## config.mk

```make
export PLATFORM = sky130hd
export DESIGN_NAME = icache_direct
export DESIGN_NICKNAME = d
export VERILOG_FILES = /design/src/rtl/icache_pkg.sv /design/src/rtl/icache_line_store.sv /design/src/rtl/icache_direct.sv
export SDC_FILE = /design/constraint.sdc
export NUM_CORES = 1
export LEC_CHECK = 0
export ABC_AREA = 1
export CAP_MARGIN = 20
export CELL_PAD_IN_SITES_DETAIL_PLACEMENT = 1
export CELL_PAD_IN_SITES_GLOBAL_PLACEMENT = 1
export CORE_MARGIN = 5
export CORE_UTILIZATION = 25
export CTS_BUF_LIST = sky130_fd_sc_hd__clkbuf_2 sky130_fd_sc_hd__clkbuf_4 sky130_fd_sc_hd__clkbuf_8
export CTS_CLUSTER_SIZE = 28
export DETAILED_ROUTE_END_ITERATION = 7
export GPL_TIMING_DRIVEN = 0
export HOLD_SLACK_MARGIN = 0.1
export PLACE_DENSITY = 0.48
export SYNTH_ARGS = -nofsm -noshare
export SYNTH_HDL_FRONTEND = slang
export SYNTH_SLANG_ARGS = --single-unit
export TNS_END_PERCENT = 30
```

## constraint.sdc

```tcl
create_clock -name clk -period 6.1 [get_ports clk]
set_input_delay 1.525 -clock clk [delete_from_list [all_inputs] [get_ports clk]]
set_output_delay 1.525 -clock clk [all_outputs]
set_load 0.05 [all_outputs]
```

## src/rtl/icache_pkg.sv

```systemverilog
// Shared widths, FSM state encoding and line-word selection for the direct-mapped I-cache.
package icache_pkg;

   localparam int unsigned WORD_SIZE   = 16;
   localparam int unsigned LINE_WORDS  = 4;
   localparam int unsigned LINE_BITS   = WORD_SIZE * LINE_WORDS;
   localparam int unsigned OFFSET_BITS = 2;
   localparam int unsigned INDEX_BITS  = 3;
   localparam int unsigned NUM_LINES   = 1 << INDEX_BITS;
   localparam int unsigned TAG_BITS    = WORD_SIZE - INDEX_BITS - OFFSET_BITS;

   typedef enum logic [1:0] {
      StIdle = 2'd0,
      StReq  = 2'd1,
      StWait = 2'd2
   } state_e;

   function automatic logic [WORD_SIZE-1:0] line_word(input logic [LINE_BITS-1:0]   line,
                                                      input logic [OFFSET_BITS-1:0] offset);
      return line[offset*WORD_SIZE +: WORD_SIZE];
   endfunction

endpackage

```

## src/rtl/icache_line_store.sv

```systemverilog
// Valid/tag/data arrays: asynchronous lookup, synchronous line write, flash clear of valid bits.
module icache_line_store
   import icache_pkg::*;
(
   input  logic                  clk_i,
   input  logic                  rst_ni,
   input  logic [INDEX_BITS-1:0] rd_index_i,
   output logic                  rd_valid_o,
   output logic [TAG_BITS-1:0]   rd_tag_o,
   output logic [LINE_BITS-1:0]  rd_line_o,
   input  logic                  wr_en_i,
   input  logic [INDEX_BITS-1:0] wr_index_i,
   input  logic [TAG_BITS-1:0]   wr_tag_i,
   input  logic [LINE_BITS-1:0]  wr_line_i,
   input  logic                  clear_i
);

   logic [NUM_LINES-1:0] valid_q, valid_d;
   logic [TAG_BITS-1:0]  tag_q  [NUM_LINES];
   logic [LINE_BITS-1:0] data_q [NUM_LINES];

   always_comb begin
      valid_d = valid_q;
      if (clear_i) begin
         valid_d = '0;
      end else if (wr_en_i) begin
         valid_d[wr_index_i] = 1'b1;
      end
   end

   always_ff @(posedge clk_i or negedge rst_ni) begin
      if (!rst_ni) begin
         valid_q <= '0;
      end else begin
         valid_q <= valid_d;
      end
   end

   // Tags and data need no reset: they are only trusted behind a valid bit.
   always_ff @(posedge clk_i) begin
      if (wr_en_i) begin
         tag_q[wr_index_i]  <= wr_tag_i;
         data_q[wr_index_i] <= wr_line_i;
      end
   end

   assign rd_valid_o = valid_q[rd_index_i];
   assign rd_tag_o   = tag_q[rd_index_i];
   assign rd_line_o  = data_q[rd_index_i];

endmodule

```

## src/rtl/icache_direct.sv

```systemverilog
// Direct-mapped read-only instruction cache: 0-cycle hit path, single-line refill FSM,
// hit/miss counters and the blocking memory line-read handshake.
module icache_direct
   import icache_pkg::*;
(
   input  logic                 clk,
   input  logic                 reset_n,
   input  logic                 c_readC,
   input  logic [WORD_SIZE-1:0] c_address,
   output logic [WORD_SIZE-1:0] c_data,
   output logic                 c_readyC,
   input  logic                 flush,
   output logic                 i_readM,
   output logic [WORD_SIZE-1:0] i_address,
   input  logic [LINE_BITS-1:0] i_data,
   input  logic                 i_readyM,
   input  logic                 i_input_readyM,
   output logic [15:0]          hit_count,
   output logic [15:0]          miss_count
);

   localparam int unsigned LineAddrBits = WORD_SIZE - OFFSET_BITS;

   state_e                  state_q, state_d;
   logic [LineAddrBits-1:0] miss_line_q, miss_line_d;
   logic [15:0]             hit_cnt_q, hit_cnt_d;
   logic [15:0]             miss_cnt_q, miss_cnt_d;
   logic                    flush_pend_q, flush_pend_d;
   logic                    rdy_seen_q, rdy_seen_d;

   logic [INDEX_BITS-1:0]   req_index;
   logic [TAG_BITS-1:0]     req_tag;
   logic                    rd_valid;
   logic [TAG_BITS-1:0]     rd_tag;
   logic [LINE_BITS-1:0]    rd_line;
   logic                    lookup_hit;
   logic                    wr_en;
   logic                    clear;

   assign req_index  = c_address[OFFSET_BITS +: INDEX_BITS];
   assign req_tag    = c_address[WORD_SIZE-1 -: TAG_BITS];
   assign lookup_hit = rd_valid && (rd_tag == req_tag);

   icache_line_store u_line_store (
      .clk_i      (clk),
      .rst_ni     (reset_n),
      .rd_index_i (req_index),
      .rd_valid_o (rd_valid),
      .rd_tag_o   (rd_tag),
      .rd_line_o  (rd_line),
      .wr_en_i    (wr_en),
      .wr_index_i (miss_line_q[INDEX_BITS-1:0]),
      .wr_tag_i   (miss_line_q[LineAddrBits-1 -: TAG_BITS]),
      .wr_line_i  (i_data),
      .clear_i    (clear)
   );

   always_comb begin
      state_d      = state_q;
      miss_line_d  = miss_line_q;
      hit_cnt_d    = hit_cnt_q;
      miss_cnt_d   = miss_cnt_q;
      flush_pend_d = flush_pend_q;
      rdy_seen_d   = rdy_seen_q;
      c_readyC     = 1'b0;
      c_data       = '0;
      i_readM      = 1'b0;
      i_address    = '0;
      wr_en        = 1'b0;
      clear        = 1'b0;

      unique case (state_q)
         StIdle: begin
            if (flush) begin
               clear = 1'b1;
            end else if (c_readC) begin
               if (lookup_hit) begin
                  c_readyC  = 1'b1;
                  c_data    = line_word(rd_line, c_address[OFFSET_BITS-1:0]);
                  hit_cnt_d = hit_cnt_q + 16'd1;
               end else begin
                  miss_line_d = c_address[WORD_SIZE-1:OFFSET_BITS];
                  miss_cnt_d  = miss_cnt_q + 16'd1;
                  // Memory still busy with an abandoned refill must go idle before we hand off.
                  rdy_seen_d  = i_readyM;
                  state_d     = StReq;
               end
            end
         end

         StReq: begin
            i_readM   = 1'b1;
            i_address = {miss_line_q, {OFFSET_BITS{1'b0}}};
            if (flush) begin
               flush_pend_d = 1'b1;
            end
            if (i_readyM) begin
               rdy_seen_d = 1'b1;
            end else if (rdy_seen_q) begin
               state_d = StWait;
            end
         end

         StWait: begin
            i_address = {miss_line_q, {OFFSET_BITS{1'b0}}};
            if (flush) begin
               flush_pend_d = 1'b1;
            end
            if (i_input_readyM) begin
               // A flush seen during the refill discards the incoming line as well.
               if (flush_pend_q || flush) begin
                  clear = 1'b1;
               end else begin
                  wr_en = 1'b1;
               end
               flush_pend_d = 1'b0;
               state_d      = StIdle;
            end
         end

         default: state_d = StIdle;
      endcase
   end

   always_ff @(posedge clk or negedge reset_n) begin
      if (!reset_n) begin
         state_q      <= StIdle;
         miss_line_q  <= '0;
         hit_cnt_q    <= '0;
         miss_cnt_q   <= '0;
         flush_pend_q <= 1'b0;
         rdy_seen_q   <= 1'b0;
      end else begin
         state_q      <= state_d;
         miss_line_q  <= miss_line_d;
         hit_cnt_q    <= hit_cnt_d;
         miss_cnt_q   <= miss_cnt_d;
         flush_pend_q <= flush_pend_d;
         rdy_seen_q   <= rdy_seen_d;
      end
   end

   assign hit_count  = hit_cnt_q;
   assign miss_count = miss_cnt_q;

endmodule

```

==> results of run 1 <==
## worst max path at each step
stage | endpoint | slack (ns) | cells after the start
after floorplan | u_line_store.data_q[0][0]$_DFFE_PP_ | 0.51 | 6
after global placement | u_line_store.data_q[3][53]$_DFFE_PP_ | -4.50 | 7
after detailed placement | c_data[4] | -1.65 | 10
after CTS | c_data[11] | -0.01 | 9
after global routing | c_data[10] | 0.004 | 12
final | c_data[10] | 0.06 | 11
## worst max-delay path: cells and delay by family
kind	cells	cell delay, ns
buf+inv	6	1.64
compound gates	4	0.90
simple gates	1	0.41
## power breakdown
part           internal [mW]  switching, mW  total (mW)
Sequential              5.11          0.183        5.29
Combinational          0.446           1.05        1.49
Clock                   2.30           1.93        4.23
## cells by family after synthesis
kind of cell,synth area share
other,0.000136
buffers and inverters,0.0488
XOR/XNOR,0.00725
adder cells (fa/ha/maj),0.00227
AND/OR/NAND/NOR,0.135
AO/OA/AOI/OAI,0.102
flip-flops,0.705
## metal layers
layer | global-route usage | routed length (µm)
met5 | 0 | 28
met1 | 0.226 | 44700
met3 | 0.0341 | 5790
met2 | 0.293 | 49500
met4 | 0.0445 | 2500
## sequential cells by signal, indices dropped and copies added (netlist names)
register,count
flush_pend_q,1
rdy_seen_q,1
hit_count,16
miss_count,16
u_line_store.valid_q,8
state_q,2
u_line_store.tag_q,88
u_line_store.data_q,512
miss_line_q,14
## final cells by class
type,count,share of cell area
tap,1488,0.0543
antenna,7,0.000511
inverter,174,0.0194
sequential,658,0.568
clock inverter,57,0.0129
timing repair buffer,180,0.0621
buffer,135,0.0231
multi-input combinational,1363,0.204
clock buffer,155,0.0558
## layout by cell type (no fill, tap or decap), types with 37 or more instances in the layout
cell / netlist / routed
a21oi_1: 243 / 242
buf_2: 41 / 45
clkbuf_1: 49 / 37
clkbuf_4: 0 / 38
clkbuf_8: 0 / 121
clkdlybuf4s50_1: 0 / 129
dfrtp_1: 58 / 58
edfxtp_1: 600 / 600
inv_1: 169 / 169
nand2_1: 658 / 658
nand3_1: 114 / 114
nor2_1: 64 / 56
## metrics by stage
stage                TNS, ns  total power, mW  worst slack (ns)  cells
floorplan                  0             6.15             0.506   2331
global placement    -2675.53             6.82             -4.50   3967
detailed placement    -21.71             6.87             -1.65   3998
CTS                 -0.00965             11.2          -0.00965   4209
global route               0             11.5           0.00392   4212
finish                     0             11.0            0.0553   4217
## repair_timing
action                                  CTS  global route
setup buffers                             0             1
hold buffers                              0             0
gates resized for setup                 190            26
endpoints found under the setup margin   17            17
pin swaps                                 3             8
==> out/metrics.yaml, run 1 <==
yosys:
  synth-main-ff-cell: "edfxtp_1"
  yosysSeqAreaShare: 0.705
  synth_seq_cells: 658
  synthTopCellsByArea: "edfxtp_1, nand2_1, dfrtp_1"
  syn_area_per_cell_um2: 11.8
  post-synth-top-count-cell: "nand2_1"
  ys_types: 41
  synth_top_area_cell: "edfxtp_1"
  netlist_instances: 2330
  yosys-top-cells-count: "nand2_1, edfxtp_1, a21oi_1, inv_1, nand3_1"
  synth_area_um2: 27600
  yosys_warnings: 0
  yosysTopAreaCellShare: 0.653
  ys_async_sr_fraction: 0.0881
  synth_edf_count: 600
setup_path:
  r2r-end: "u_line_store.data_q[6][27]$_DFFE_PP_"
  crit_slowest_cell: "clkdlybuf4s50_1"
  reg2regPathDepth: 11
  critPathLaunch: "c_address[3]"
  crit_required_ns: 4.58
  crit_path_end_kind: "primary output"
  crit_path_start_kind: "primary input"
  path_cells: "clkdlybuf4s50_1 -> inv_2 -> buf_4 -> buf_4 -> buf_4 -> a21oi_1 -> a32o_1 -> o211ai_1 -> a21oi_1 -> nor3b_4 -> buf_6"
  crit_type: "primary input to primary output"
  worstReg2RegStart: "state_q[0]$_DFFE_PN0P_"
  worst_path_largest_cell_delay_ns: 0.47
  rrSetupSlack_ns: 3.31
  crit_arrival_ns: 4.52
  worst-path-max-fanout: 10
  crit_top_cell: "buf_4"
sta:
  rsz0062_at_grt: "false"
  holdWs_ns: 0.501
  worstMarginPinSlew_ns: 1.09
  hold_viol: 0
  finClkSkew_ns: 0.0364
  setup-violations-final: 0
  fmax_ghz: 0.165
  period_needed_ns: 6.04
  finalCritPeriodShare: 0.991
  slew-limit-headroom: 0.274
  slew_viol_final: 0
grt:
  grt_pass1_wl_um: 148000
  grt-ovfl-total: 0
  grt_pass1_vias: 21500
  grt_usage: 0.172
  antenna_found_initial: 12
  grt_max_degree: 59
detailed_routing:
  drt_wl_total_um: 103000
  num_vias: 19700
  antenna_left: 0
  avgViaCountPerCell: 4.67
  drtIter0Drc: 1348
  drc: 0
  wl_per_cell_um: 24.3
  drtPass1Iterations: 5
power_and_ir_drop:
  irDropWorstVdd_mv: 0.314
  pwr_density_cell_nw_per_um2: 321
  p_leak_nw: 12.4
layout:
  synthToLayoutAreaGrowth_pct: 24.2
  postLayoutCellArea_um2: 34300
  nets: 2720
  multi_input_area_um2: 7000
  final_core_util: 0.311
  drive_above_1_share: 0.135
  nFillCells: 12100
  register_area_um2: 19500
die:
  start_util: 0.250
  fp.dieH_um: 342
  die-area_um2: 117000
  die_x_um: 342
  io_pins: 152
  core_area_um2: 110000
  rows: 122
hold_path:
  min_path_type: "register to register"
  hold_depth: 2
  hold_path_end: "rdy_seen_q$_DFFE_PN0P_"
  hp-start: "rdy_seen_q$_DFFE_PN0P_"
run:
  max-cap-violations: 0
cts:
  h-tree-depth: 3
  numClockSinks: 658
  ctsRootBufferMaster: "clkbuf_8"
  cts_tree: "yes"
  cts_max_path_buffers: 3
  clk_pin_slew_worst_paths_ns: 0.06
  cts_made_buffers: 117
  insertion_delay_ns: 0.79
status:
  status: "finished, final reports clean"
placed_design:
  place_area_um2: 31700
  port_buffers: 148
  gp_congestion: 0.800
  hpwlAfterDp_um: 70500
(Power assumes the default switching activity.)
==> inputs of run 2 (changes only) <==
--- a/config.mk
+++ b/config.mk
@@ -17,6 +17,7 @@
 export GPL_TIMING_DRIVEN = 0
 export HOLD_SLACK_MARGIN = 0.1
 export PLACE_DENSITY = 0.48
+export SLEW_MARGIN = 10
 export SYNTH_ARGS = -nofsm -noshare
 export SYNTH_HDL_FRONTEND = slang
 export SYNTH_SLANG_ARGS = --single-unit
==> run 2 against run 1 <==
Effect of this change:
- critical path depth stayed put
- clock-buffer cell count is 1 higher
- register-to-register slack worse by 0.03 ns
- worst setup slack worse by 0.027 ns
- sequential cell count stayed put
- utilization is 0.28 points higher
- die area stayed put
- cell count is 0.31% higher
- wire length is 0.26% lower
- non-clock buffer count is 5 higher
- highest routed layer unchanged
==> out/metrics.yaml, run 2 (synthesis gave the netlist of run 1 again) <==
status:
  status: "finished, final reports clean"
power_and_ir_drop:
  irDropWorstVdd_mv: 0.289
  p_leak_nw: 12.6
  pwr_density_cell_nw_per_um2: 321
layout:
  nets: 2727
  reg_top3: "u_line_store.data_q x512, u_line_store.tag_q x88"
  multi_input_area_um2: 7010
  largest_reg_flops: 512
  drive_above_1_share: 0.144
  fin_cells: 4230
  layout_commonest_cell: "nand2_1"
  regMostFlops: "u_line_store.data_q"
  nFillCells: 12100
  synthToLayoutAreaGrowth_pct: 25.4
  register_area_um2: 19500
  layout_common_cells: "nand2_1, edfxtp_1, a21oi_1"
die:
  io_pins: 152
  die_x_um: 342
  rows: 122
  core_area_um2: 110000
  fp.dieH_um: 342
  die-area_um2: 117000
  start_util: 0.250
grt:
  grt_usage: 0.172
  grt_max_degree: 35
  grt-ovfl-total: 0
  grt_pass1_vias: 21600
  antenna_found_initial: 14
  grt_pass1_wl_um: 148000
detailed_routing:
  drtPass1Iterations: 5
  num_vias: 19800
  drc: 0
  wl_per_cell_um: 24.2
  drtIter0Drc: 1330
  antenna_left: 0
  avgViaCountPerCell: 4.67
  drt_wl_total_um: 102000
placed_design:
  hpwlAfterDp_um: 71700
  port_buffers: 148
  gp_congestion: 0.800
  dpl.cell_count: 4004
sta:
  hold_viol: 0
  finClkSkew_ns: 0.0570
  rsz0062_at_grt: "true"
  setup-violations-final: 0
  slew_viol_final: 0
  slew-limit-headroom: 0.284
  period_needed_ns: 6.07
  fmax_ghz: 0.165
  finalCritPeriodShare: 0.995
  fin_setup_tns_ns: 0
  worstMarginPinSlew_ns: 1.07
cts:
  clk_pin_slew_worst_paths_ns: 0.06
  cts_made_buffers: 119
  numClockSinks: 658
  hold_buffers: 0
  cts_tree: "yes"
  insertion_delay_ns: 0.80
  cts_max_path_buffers: 3
  ctsRootBufferMaster: "clkbuf_8"
  h-tree-depth: 3
setup_path:
  crit_arrival_ns: 4.55
  worst-path-max-fanout: 10
  crit_path_end_kind: "primary output"
  crit_type: "primary input to primary output"
  crit_required_ns: 4.58
  crit_path_start_kind: "primary input"
run:
  max-cap-violations: 0
hold_path:
  min_path_type: "register to register"
run 2: cell types whose count changed in the layout (fill, tap and decap cells not counted), moves of 2 or more:
cell      change
clkbuf_8      +4
clkinv_2     +12
o21ai_1       -2
buf_2         -2
clkinv_1      -7
clkbuf_2      +4
buf_6         -2
clkbuf_4      -2
buf_16       +11
buf_1         -3
buf_12        -3
run 2: timing repair:
| item | in CTS | in global routing |
|---|---|---|
| pin swaps | 4 | 7 |
| gates resized for setup | 187 | 32 |
| cloned | 0 | 0 |
| buffers inserted | 0 | 1 |
| setup endpoints to repair | 17 | 17 |
run 2: worst max-delay path, stage by stage:
cell and delay [ns]:
clkdlybuf4s50_1 0.47, inv_2 0.17, buf_4 0.25, buf_4 0.27, clkbuf_4 0.30, a21oi_1 0.07
a32o_1 0.23, o211ai_1 0.46, a21oi_1 0.19, nor3b_4 0.38, buf_6 0.22
run 2: layout make-up:
class                      instances  area share
tap                             1488      0.0538
sequential                       658       0.563
inverter                         174      0.0192
clock buffer                     156      0.0564
multi-input combinational       1363       0.203
timing repair buffer             186      0.0676
clock inverter                    64      0.0144
buffer                           134      0.0229
antenna                            7    0.000506
run 2: stage by stage:
| step | utilization | setup WS [ns] | power [mW] | hold WS, ns | instance area, µm² |
|---|---|---|---|---|---|
| finish | 0.314 | 0.0280 | 11.1 | 0.495 | 34600 |
| global route | 0.314 | -0.0219 | 11.6 | 0.520 | 34600 |
| CTS | 0.313 | -0.0429 | 11.3 | 0.503 | 34500 |
| detailed placement | 0.289 | -1.72 | 6.88 | 0.490 | 31900 |
| global placement | 0.281 | -4.50 | 6.82 | 0.472 | 30900 |
| floorplan | - | 0.506 | 6.15 | 0.448 | 27600 |
run 2: report_power, final:
| group | switching (mW) | internal, mW | total, mW |
|---|---|---|---|
| logic | 1.05 | 0.449 | 1.50 |
| clock network | 1.97 | 2.36 | 4.34 |
| registers | 0.184 | 5.11 | 5.29 |
run 2: per-layer routing:
metal	up-vias	global-route usage	wire length, µm
li1	8923	-	-
met1	10100	0.222	44500
met2	535	0.293	49400
met3	168	0.0381	5920
met4	6	0.0448	2400
met5	-	0	46
run 2: worst paths after layout:
check / start / to / slack (ns) / cells past startpoint
hold / removal: u_line_store.valid_q[3]$_DFFE_PN0P_ / u_line_store.valid_q[3]$_DFFE_PN0P_ / 0.50 / 2
max in group asynchronous: reset_n / u_line_store.valid_q[2]$_DFFE_PN0P_ / 4.87 / 2
hold reg to reg: u_line_store.valid_q[3]$_DFFE_PN0P_ / u_line_store.valid_q[3]$_DFFE_PN0P_ / 0.50 / 2
setup / recovery: c_address[3] / c_data[10] / 0.03 / 11
setup reg to reg: state_q[0]$_DFFE_PN0P_ / u_line_store.data_q[6][41]$_DFFE_PP_ / 3.28 / 11
min in group asynchronous: reset_n / miss_count[7]$_DFFE_PN0P_ / 0.68 / 1
